File: config.mk
export PLATFORM = sky130hd
export DESIGN_NAME = vedic_mult_pipe
export DESIGN_NICKNAME = d
export VERILOG_FILES = /design/src/rtl/vedic_mult_pipe.sv
export SDC_FILE = /design/constraint.sdc
export NUM_CORES = 1
export LEC_CHECK = 0
export ABC_AREA = 1
export BUFFER_PORTS_ARGS = -buffer_cell sky130_fd_sc_hd__buf_2
export CAP_MARGIN = 20
export CORE_MARGIN = 2
export CORE_UTILIZATION = 30
export DETAILED_ROUTE_END_ITERATION = 12
export REMOVE_ABC_BUFFERS = 1
export SETUP_SLACK_MARGIN = 0.15
export SYNTH_ARGS = -nofsm -noshare
export SYNTH_HDL_FRONTEND = slang
export SYNTH_SLANG_ARGS = --single-unit
File: constraint.sdc
create_clock -name Clk -period 3.1 [get_ports Clk]
set_clock_uncertainty 0.1 [all_clocks]
set_input_delay 0.465 -clock Clk [delete_from_list [all_inputs] [get_ports Clk]]
set_output_delay 0.465 -clock Clk [all_outputs]
set_load 0.005 [all_outputs]
File: src/rtl/vedic_mult_pipe.sv
// vedic_mult_pipe: pipelined Urdhva-Tiryagbhyam multiplier, signed/unsigned per beat.
// Stage 1 registers operand magnitudes, then one Vedic recursion level per stage
// (2x2 cells folded into stage 2), final stage restores the sign.
// The whole pipe is one shift register gated by a single advance enable.
module vedic_mult_pipe #(
  parameter int WIDTH = 8,
  parameter int TAG_W = 4
) (
  input  logic               Clk,
  input  logic               Rst,
  input  logic               In_Valid,
  output logic               In_Ready,
  input  logic [WIDTH-1:0]   In_1,
  input  logic [WIDTH-1:0]   In_2,
  input  logic               Sign,
  input  logic [TAG_W-1:0]   In_Tag,
  output logic               Out_Valid,
  input  logic               Out_Ready,
  output logic [2*WIDTH-1:0] Result,
  output logic [TAG_W-1:0]   Out_Tag
);

  localparam int NLVL = $clog2(WIDTH);
  localparam int LAT  = NLVL + 1;
  localparam int PW   = 2 * WIDTH;

  logic advance;

  logic [WIDTH-1:0]            mag_a_d, mag_a_q, mag_b_d, mag_b_q;
  logic [LAT:1]                vld_pipe_d, vld_pipe_q;
  logic [LAT-1:1]              neg_pipe_d, neg_pipe_q;
  logic [LAT:1][TAG_W-1:0]     tag_pipe_d, tag_pipe_q;
  logic [PW-1:0]               result_d, result_q;
  logic [PW-1:0]               prod;

  // Whole pipe moves together; it only stalls when a result sits unconsumed.
  assign advance   = !vld_pipe_q[LAT] | Out_Ready;
  assign In_Ready  = advance & !Rst;
  assign Out_Valid = vld_pipe_q[LAT];
  assign Out_Tag   = tag_pipe_q[LAT];
  assign Result    = result_q;

  // Stage-1 magnitudes plus the valid/neg/tag shift registers.
  always_comb begin
    mag_a_d    = mag_a_q;
    mag_b_d    = mag_b_q;
    vld_pipe_d = vld_pipe_q;
    neg_pipe_d = neg_pipe_q;
    tag_pipe_d = tag_pipe_q;
    if (advance) begin
      // -(-2^(W-1)) wraps to 2^(W-1), which is the correct unsigned magnitude.
      mag_a_d       = (Sign && In_1[WIDTH-1]) ? -In_1 : In_1;
      mag_b_d       = (Sign && In_2[WIDTH-1]) ? -In_2 : In_2;
      vld_pipe_d[1] = In_Valid & In_Ready;
      neg_pipe_d[1] = Sign & (In_1[WIDTH-1] ^ In_2[WIDTH-1]);
      tag_pipe_d[1] = In_Tag;
      for (int s = 2; s <= LAT; s++) begin
        vld_pipe_d[s] = vld_pipe_q[s-1];
        tag_pipe_d[s] = tag_pipe_q[s-1];
      end
      for (int s = 2; s < LAT; s++) begin
        neg_pipe_d[s] = neg_pipe_q[s-1];
      end
    end
  end

  // Control and stage-1 state register.
  always_ff @(posedge Clk or posedge Rst) begin
    if (Rst) begin
      mag_a_q    <= '0;
      mag_b_q    <= '0;
      vld_pipe_q <= '0;
      neg_pipe_q <= '0;
      tag_pipe_q <= '0;
    end else begin
      mag_a_q    <= mag_a_d;
      mag_b_q    <= mag_b_d;
      vld_pipe_q <= vld_pipe_d;
      neg_pipe_q <= neg_pipe_d;
      tag_pipe_q <= tag_pipe_d;
    end
  end

  // Recursion levels. Level L holds every (digit_i x digit_j) product for 2^L-bit
  // digits, flattened as index i*N+j, each 2^(L+1) bits wide. Level 1 is the
  // combinational 2x2 cell array; each higher level is one registered stage.
  for (genvar L = 1; L <= NLVL; L++) begin : g_lvl
    localparam int B   = 1 << L;
    localparam int N   = WIDTH >> L;
    localparam int PB  = 2 * B;
    localparam int PPW = N * N * PB;

    logic [PPW-1:0] pp;

    if (L == 1) begin : g_cells
      for (genvar i = 0; i < N; i++) begin : g_i
        for (genvar j = 0; j < N; j++) begin : g_j
          vedic2x2 u_cell (
            .a (mag_a_q[2*i +: 2]),
            .b (mag_b_q[2*j +: 2]),
            .p (pp[(i*N+j)*4 +: 4])
          );
        end
      end
    end else begin : g_stage
      localparam int H  = B / 2;
      localparam int N2 = 2 * N;

      logic [PPW-1:0] pp_d, pp_q;

      // Vedic cross-add: vertical low, crosswise middle, vertical high.
      always_comb begin
        pp_d = pp_q;
        if (advance) begin
          for (int i = 0; i < N; i++) begin
            for (int j = 0; j < N; j++) begin
              pp_d[(i*N+j)*PB +: PB] =
                  PB'(g_lvl[L-1].pp[((2*i  )*N2 + 2*j  )*B +: B])
                + (PB'(g_lvl[L-1].pp[((2*i+1)*N2 + 2*j  )*B +: B]) << H)
                + (PB'(g_lvl[L-1].pp[((2*i  )*N2 + 2*j+1)*B +: B]) << H)
                + (PB'(g_lvl[L-1].pp[((2*i+1)*N2 + 2*j+1)*B +: B]) << B);
            end
          end
        end
      end

      // Recursion-level pipeline register.
      always_ff @(posedge Clk or posedge Rst) begin
        if (Rst) pp_q <= '0;
        else     pp_q <= pp_d;
      end

      assign pp = pp_q;
    end
  end

  // The top level has a single digit pair: the full unsigned product.
  assign prod = g_lvl[NLVL].pp;

  // Final stage re-applies the sign; the 2W-bit result never overflows.
  always_comb begin
    result_d = result_q;
    if (advance) result_d = neg_pipe_q[LAT-1] ? -prod : prod;
  end

  // Output register, held bit-for-bit while stalled.
  always_ff @(posedge Clk or posedge Rst) begin
    if (Rst) result_q <= '0;
    else     result_q <= result_d;
  end

endmodule

// vedic2x2: 2x2 Urdhva-Tiryagbhyam cell (vertical, crosswise, vertical).
module vedic2x2 (
  input  logic [1:0] a,
  input  logic [1:0] b,
  output logic [3:0] p
);

  logic x10, x01, hi, c1;

  assign x10  = a[1] & b[0];
  assign x01  = a[0] & b[1];
  assign hi   = a[1] & b[1];
  assign c1   = x10 & x01;
  assign p[0] = a[0] & b[0];
  assign p[1] = x10 ^ x01;
  assign p[2] = hi ^ c1;
  assign p[3] = hi & c1;

endmodule
==> flow_summary.yaml, run 1 <==
die:
  coreArea_um2: 23600
  die_h_um: 160
  io_pins: 47
  dieArea_um2: 25500
  start_util: 0.307
  rows: 56
  fp.dieW_um: 160
worst_setup_path:
  critPathLaunchType: "flip-flop"
  arrival_ps: 3190
  critPathMaxFanout: 3
  cpLargestDelayFamily: "adder cells"
  crit_path_start: "g_lvl[2].g_stage.pp_q[5]"
  path_buf_inv: 2
  cp-end-kind: "flip-flop"
  critical_path_class: "flip-flop to flip-flop"
  critPathRequiredTime_ps: 3250
  critPathMaxStageDelay_ps: 530
  cp_slowest_cell: "fa_1"
  crit_chain: "fa_1 -> ha_4 -> fa_2 -> nand4_1 -> o211ai_1 -> xor2_1 -> ha_1 -> buf_6 -> buf_4 -> nand4_1 -> nand3_1 -> nand2_1 -> nand3_1 -> nand2_1"
  r2r_start: "g_lvl[2].g_stage.pp_q[5]"
clocking:
  cts_sinks: 103
  clk_path_buf_depth: 2
  cts_buffers: 9
  clk-insertion-delay-late_ps: 360
  cts_tree: "yes"
  hold_buffers: 0
  h-tree-depth: 3
  cts_root_buf: "clkbuf_16"
  clk_pin_slew_worst_paths_ps: 80
drt:
  dr.pass1.iters: 4
  drt_iter0_drc: 263
  via_per_inst: 4.35
  drc: 0
  top_layer: "met4"
  finalWirelength_mm: 15.5
  routed-via-count: 5853
  wl_met1_mm: 7.69
  antenna_left: 0
  wl_per_cell_um: 11.5
  met2_length_mm: 7.11
  wl_met3_um: 502
synth:
  ys_types: 34
  avgSynthCellArea_um2: 7.49
  synth_warnings: 0
  synthesis.area_um2: 7260
  synth_edf_count: 0
  synthArstFlopShare: 1.00
  synthCells: 969
  synth.yosys.seq_area_share: 0.355
  synth-main-ff-cell: "dfrtp_1"
  ys_seq_elements: 103
place:
  dpl-instance-area_um2: 7800
  dp_cells: 1306
  port_buffers: 46
  place_hpwl_mm: 11.0
  routabilityCongestion: 0.822
  dp_slack_ps: -16.3
power_and_ir_drop:
  ir_drop_mv: 0.414
  cellPowerDensity_nw_per_um2: 984
  p_leak_uw: 0.00483
  power_uw: 8410
grt:
  overflow: 0
  grt_max_degree: 72
  grt_pass1_vias: 5766
  antenna_found_initial: 0
  grt_pass1_wl_mm: 27.1
  track_usage: 0.127
sta:
  setup_tns_ps: 0
  rsz0062_at_grt: "yes"
  finalSetupViolCount: 0
  maxSlewViolCount: 0
  timing.slew.headroom: 0.551
  fin_crit_sh: 0.981
  fin_crit_ps: 3040
  layout_setup_ws_ps: 60.1
  worst_pin_slew_ps: 674
  hold_violations: 0
  fmax_mhz: 329
flow_run:
  drv_cap: 0
finish:
  stdcell_count: 1345
  diodes: 0
  drive_gt1_frac: 0.173
  area_growth_pct: 17.6
  nets: 1140
  final_area_um2: 8540
hold_path:
  min_path_type: "input pin to async pin"
run_status:
  outcome: "finished clean"
==> logic make-up (layout without fill, tap and decap cells) <==
kind of cell	Yosys count	after routing	synth area share
compound gates	87	87	0.0644
xor+xnor	16	16	0.0193
fa+ha+maj	94	94	0.189
buf+inv	229	286	0.126
flops	103	103	0.355
simple gates	440	440	0.246
==> synth_stat cells (7+ instances only) <==
cell type / n / area share
a21oi_1: 11 / 0.0076
a31oi_1: 7 / 0.0060
buf_2: 16 / 0.011
clkbuf_1: 19 / 0.0098
dfrtp_1: 103 / 0.35
fa_1: 26 / 0.072
ha_1: 68 / 0.12
inv_1: 181 / 0.094
nand2_1: 315 / 0.16
nand3_1: 60 / 0.041
nand4_1: 7 / 0.0060
nor2_1: 46 / 0.024
o21ai_0: 49 / 0.034
o21ai_1: 10 / 0.0069
xor2_1: 11 / 0.013
==> where the power goes <==
group	switching [uW]	internal, uW	total [uW]	leakage, uW
Clock	563	672	1230	0.000160
Combinational	2670	2080	4750	0.00342
Sequential	472	1950	2420	0.00125
Total	3710	4700	8410	0.00483
==> metal layers <==
| metal | global-route usage | up-vias |
|---|---|---|
| met1 | 0.171 | 2709 |
| met3 | 0.0211 | 14 |
| met4 | 0.0360 | 0 |
| met2 | 0.211 | 76 |
| met5 | 0 | - |
| li1 | - | 3054 |
==> placed cells by master, fill, tap and decap left out, types with 3 or more instances in the layout <==
master,instances
nand3_2,6
inv_2,12
o21ai_1,12
nand4_1,7
fa_2,5
o21ai_0,46
nand2_2,14
xor2_1,10
buf_2,49
nand3_1,55
a21oi_1,9
ha_2,7
xnor2_1,5
dfrtp_1,90
a31oi_1,7
inv_1,171
ha_4,7
nand2_1,303
clkbuf_16,9
buf_4,30
fa_1,21
dfrtp_2,13
buf_6,4
ha_1,54
nand3b_1,3
nor2_1,46
==> worst paths after layout <==
kind                                              to  slack (ps)  cells after the start
max                        g_lvl[3].g_stage.pp_q[14]          60                     14
min                                    tag_pipe_q[5]         120                      2
max reg2reg                g_lvl[3].g_stage.pp_q[14]          60                     14
min reg2reg                            vld_pipe_q[4]         350                      2
max in group asynchronous   g_lvl[3].g_stage.pp_q[8]        2040                      3
min in group Clk                       vld_pipe_q[1]         220                      2
==> worst reg2reg max path, stage by stage (launching register included) <==
cell      delay, ps
dfrtp_1         410
fa_1            530
ha_4            200
fa_2            410
nand4_1          90
o211ai_1        130
xor2_1          170
ha_1            330
buf_6           120
buf_4           110
nand4_1          90
nand3_1          80
nand2_1          50
nand3_1          70
nand2_1          50
==> area by class of cell <==
class                      instances  area (um2)
fill                            2451       15100
multi-input combinational        637        3970
sequential                       103        2590
inverter                         185         698
timing repair buffer              85         556
tap                              319         399
clock buffer                      10         239
clock inverter                     6        86.3
==> stage by stage <==
step           hold WS (ps)  utilization
2_1_floorplan           323            -
3_3_place_gp            337        0.330
3_5_place_dp            339        0.330
4_1_cts                 151        0.347
5_1_grt                 181        0.362
6_report                120        0.362
==> state kept, by name, indices dropped and copies added, names as in the netlist <==
name	cells
tag_pipe_q	12
Out_Tag	4
g_lvl.g_stage.pp_q	48
neg_pipe_q	3
mag_b_q	8
mag_a_q	8
vld_pipe_q	4
Result	16
==> what timing repair did <==
item | CTS | global route
gates resized for setup | 16 | 59
pin swaps | 12 | 37
setup buffers | 2 | 21
setup endpoints to repair | 7 | 11
endpoints found under the hold margin | 0 | 0
Note: power is estimated with default switching activity, not from simulation.
==> run 2, diff against run 1 <==
--- a/config.mk
+++ b/config.mk
@@ -11,6 +11,7 @@
 export CORE_MARGIN = 2
 export CORE_UTILIZATION = 30
 export DETAILED_ROUTE_END_ITERATION = 12
+export PLACE_DENSITY_LB_ADDON = 0.2
 export REMOVE_ABC_BUFFERS = 1
 export SETUP_SLACK_MARGIN = 0.15
 export SYNTH_ARGS = -nofsm -noshare
==> flow_summary.yaml, run 2 (synthesized netlist as in run 1, its figures left out) <==
sta:
  timing.slew.headroom: 0.587
  fmax_mhz: 336
  maxSlewViolCount: 0
  fin_crit_sh: 0.961
  rsz0062_at_grt: "yes"
  worst_hold_slack_ps: 104
  finalSetupViolCount: 0
  fin_crit_ps: 2980
  worst_pin_slew_ps: 620
  hold_violations: 0
place:
  dp_cells: 1307
  place_hpwl_mm: 11.5
  routabilityCongestion: 0.784
  dpl-instance-area_um2: 7820
  port_buffers: 46
die:
  die_h_um: 160
  coreArea_um2: 23600
  io_pins: 47
  fp.dieW_um: 160
  start_util: 0.307
  rows: 56
  dieArea_um2: 25500
grt:
  overflow: 0
  grt_pass1_vias: 5616
  grt_pass1_wl_mm: 27.4
  grt_max_degree: 59
  antenna_found_initial: 0
  track_usage: 0.131
worst_setup_path:
  critical_path_class: "flip-flop to flip-flop"
  critPathLaunchType: "flip-flop"
  arrival_ps: 3130
  cp-end-kind: "flip-flop"
  critPathRequiredTime_ps: 3250
  critPathMaxFanout: 3
clocking:
  cts_tree: "yes"
  hold_buffers: 0
  h-tree-depth: 3
  clk_path_buf_depth: 2
  clk-insertion-delay-late_ps: 360
  clk_pin_slew_worst_paths_ps: 80
  cts_sinks: 103
  cts_root_buf: "clkbuf_16"
  cts_buffers: 9
finish:
  drive_gt1_frac: 0.182
  largest_reg_flops: 48
  final_area_um2: 8630
  postLayoutCoreUtil: 0.366
  largest-register: "g_lvl.g_stage.pp_q"
  mostFrequentLayoutCells: "nand2_1, inv_1, dfrtp_1"
  diodes: 0
  stdcell_count: 1353
  area_growth_pct: 18.9
  final_common_cell: "nand2_1"
  nets: 1148
drt:
  drt_iter0_drc: 246
  antenna_left: 0
  wl_per_cell_um: 11.9
  finalWirelength_mm: 16.0
  dr.pass1.iters: 4
  via_per_inst: 4.29
  drc: 0
  routed-via-count: 5808
flow_run:
  drv_cap: 0
power_and_ir_drop:
  cellPowerDensity_nw_per_um2: 987
  p_leak_uw: 0.00485
  power_uw: 8520
  ir_drop_mv: 0.341
hold_path:
  min_path_type: "input pin to async pin"
run_status:
  outcome: "finished clean"
[run 2: cell types whose count changed in the layout (fill, tap and decap cells not counted), sizes merged]
cell	delta
clkinvlp	+1
clkbuf	-1
buf	+8
[run 2: where the power goes]
| group | internal, uW | total [uW] | switching [uW] | leakage, uW |
|---|---|---|---|---|
| clock | 647 | 1230 | 580 | 0.000152 |
| combinational | 2210 | 4870 | 2660 | 0.00344 |
| sequential | 1950 | 2430 | 481 | 0.00125 |
| total | 4810 | 8520 | 3720 | 0.00485 |
[run 2: worst paths after layout]
path	startpoint	end	slack [ps]	cells past startpoint
hold reg to reg	vld_pipe_q[3]	vld_pipe_q[4]	360	2
setup reg to reg	g_lvl[2].g_stage.pp_q[17]	g_lvl[3].g_stage.pp_q[14]	120	14
setup / recovery	g_lvl[2].g_stage.pp_q[17]	g_lvl[3].g_stage.pp_q[14]	120	14
min in group Clk	In_Tag[2]	tag_pipe_q[2]	210	3
hold / removal	Rst	tag_pipe_q[4]	100	2
max in group asynchronous	Rst	mag_b_q[0]	2060	3
[run 2: layout make-up]
type                            instances  area [um2]
Timing Repair Buffer                   93         631
Tap cell                              319         399
Clock buffer                            9         225
Multi-Input combinational cell        637        4000
Fill cell                            2541       15000
Sequential cell                       103        2590
Inverter                              185         698
Clock inverter                          7        88.8
[run 2: worst max-delay path, stage by stage, from the launching register on]
cell and delay (ps):
dfrtp_1 400, fa_1 480, ha_2 200, fa_2 370, a21oi_2 140, o21ai_1 70
xor2_1 160, buf_4 140, fa_2 350, inv_2 90, nand4_1 110, nand3_1 100
nand2_1 50, nand3_1 60, nand2_1 50
[run 2: per-layer routing]
metal  vias up  wire [um]  global-route usage
met3        16        341              0.0135
met4         0        291              0.0467
met1      2657       8240               0.183
met5         -          0                   0
met2        60       7170               0.210
li1       3075          -                   -
[run 2: timing repair]
| item | 4_1_cts | 5_1_grt |
|---|---|---|
| gates cloned | 0 | 0 |
| hold endpoints to repair | 0 | 0 |
| pin swaps | 11 | 30 |
| buffers inserted | 4 | 26 |
| endpoints found under the setup margin | 8 | 11 |
| gates resized for setup | 15 | 69 |
[run 2: per-stage QoR]
step,setup TNS [ps],setup WS [ps]
2_1_floorplan,-17390,-169
3_3_place_gp,-6.52,-6.52
3_5_place_dp,-60.6,-27.1
4_1_cts,0,99.8
5_1_grt,-179,-82.4
6_report,0,122
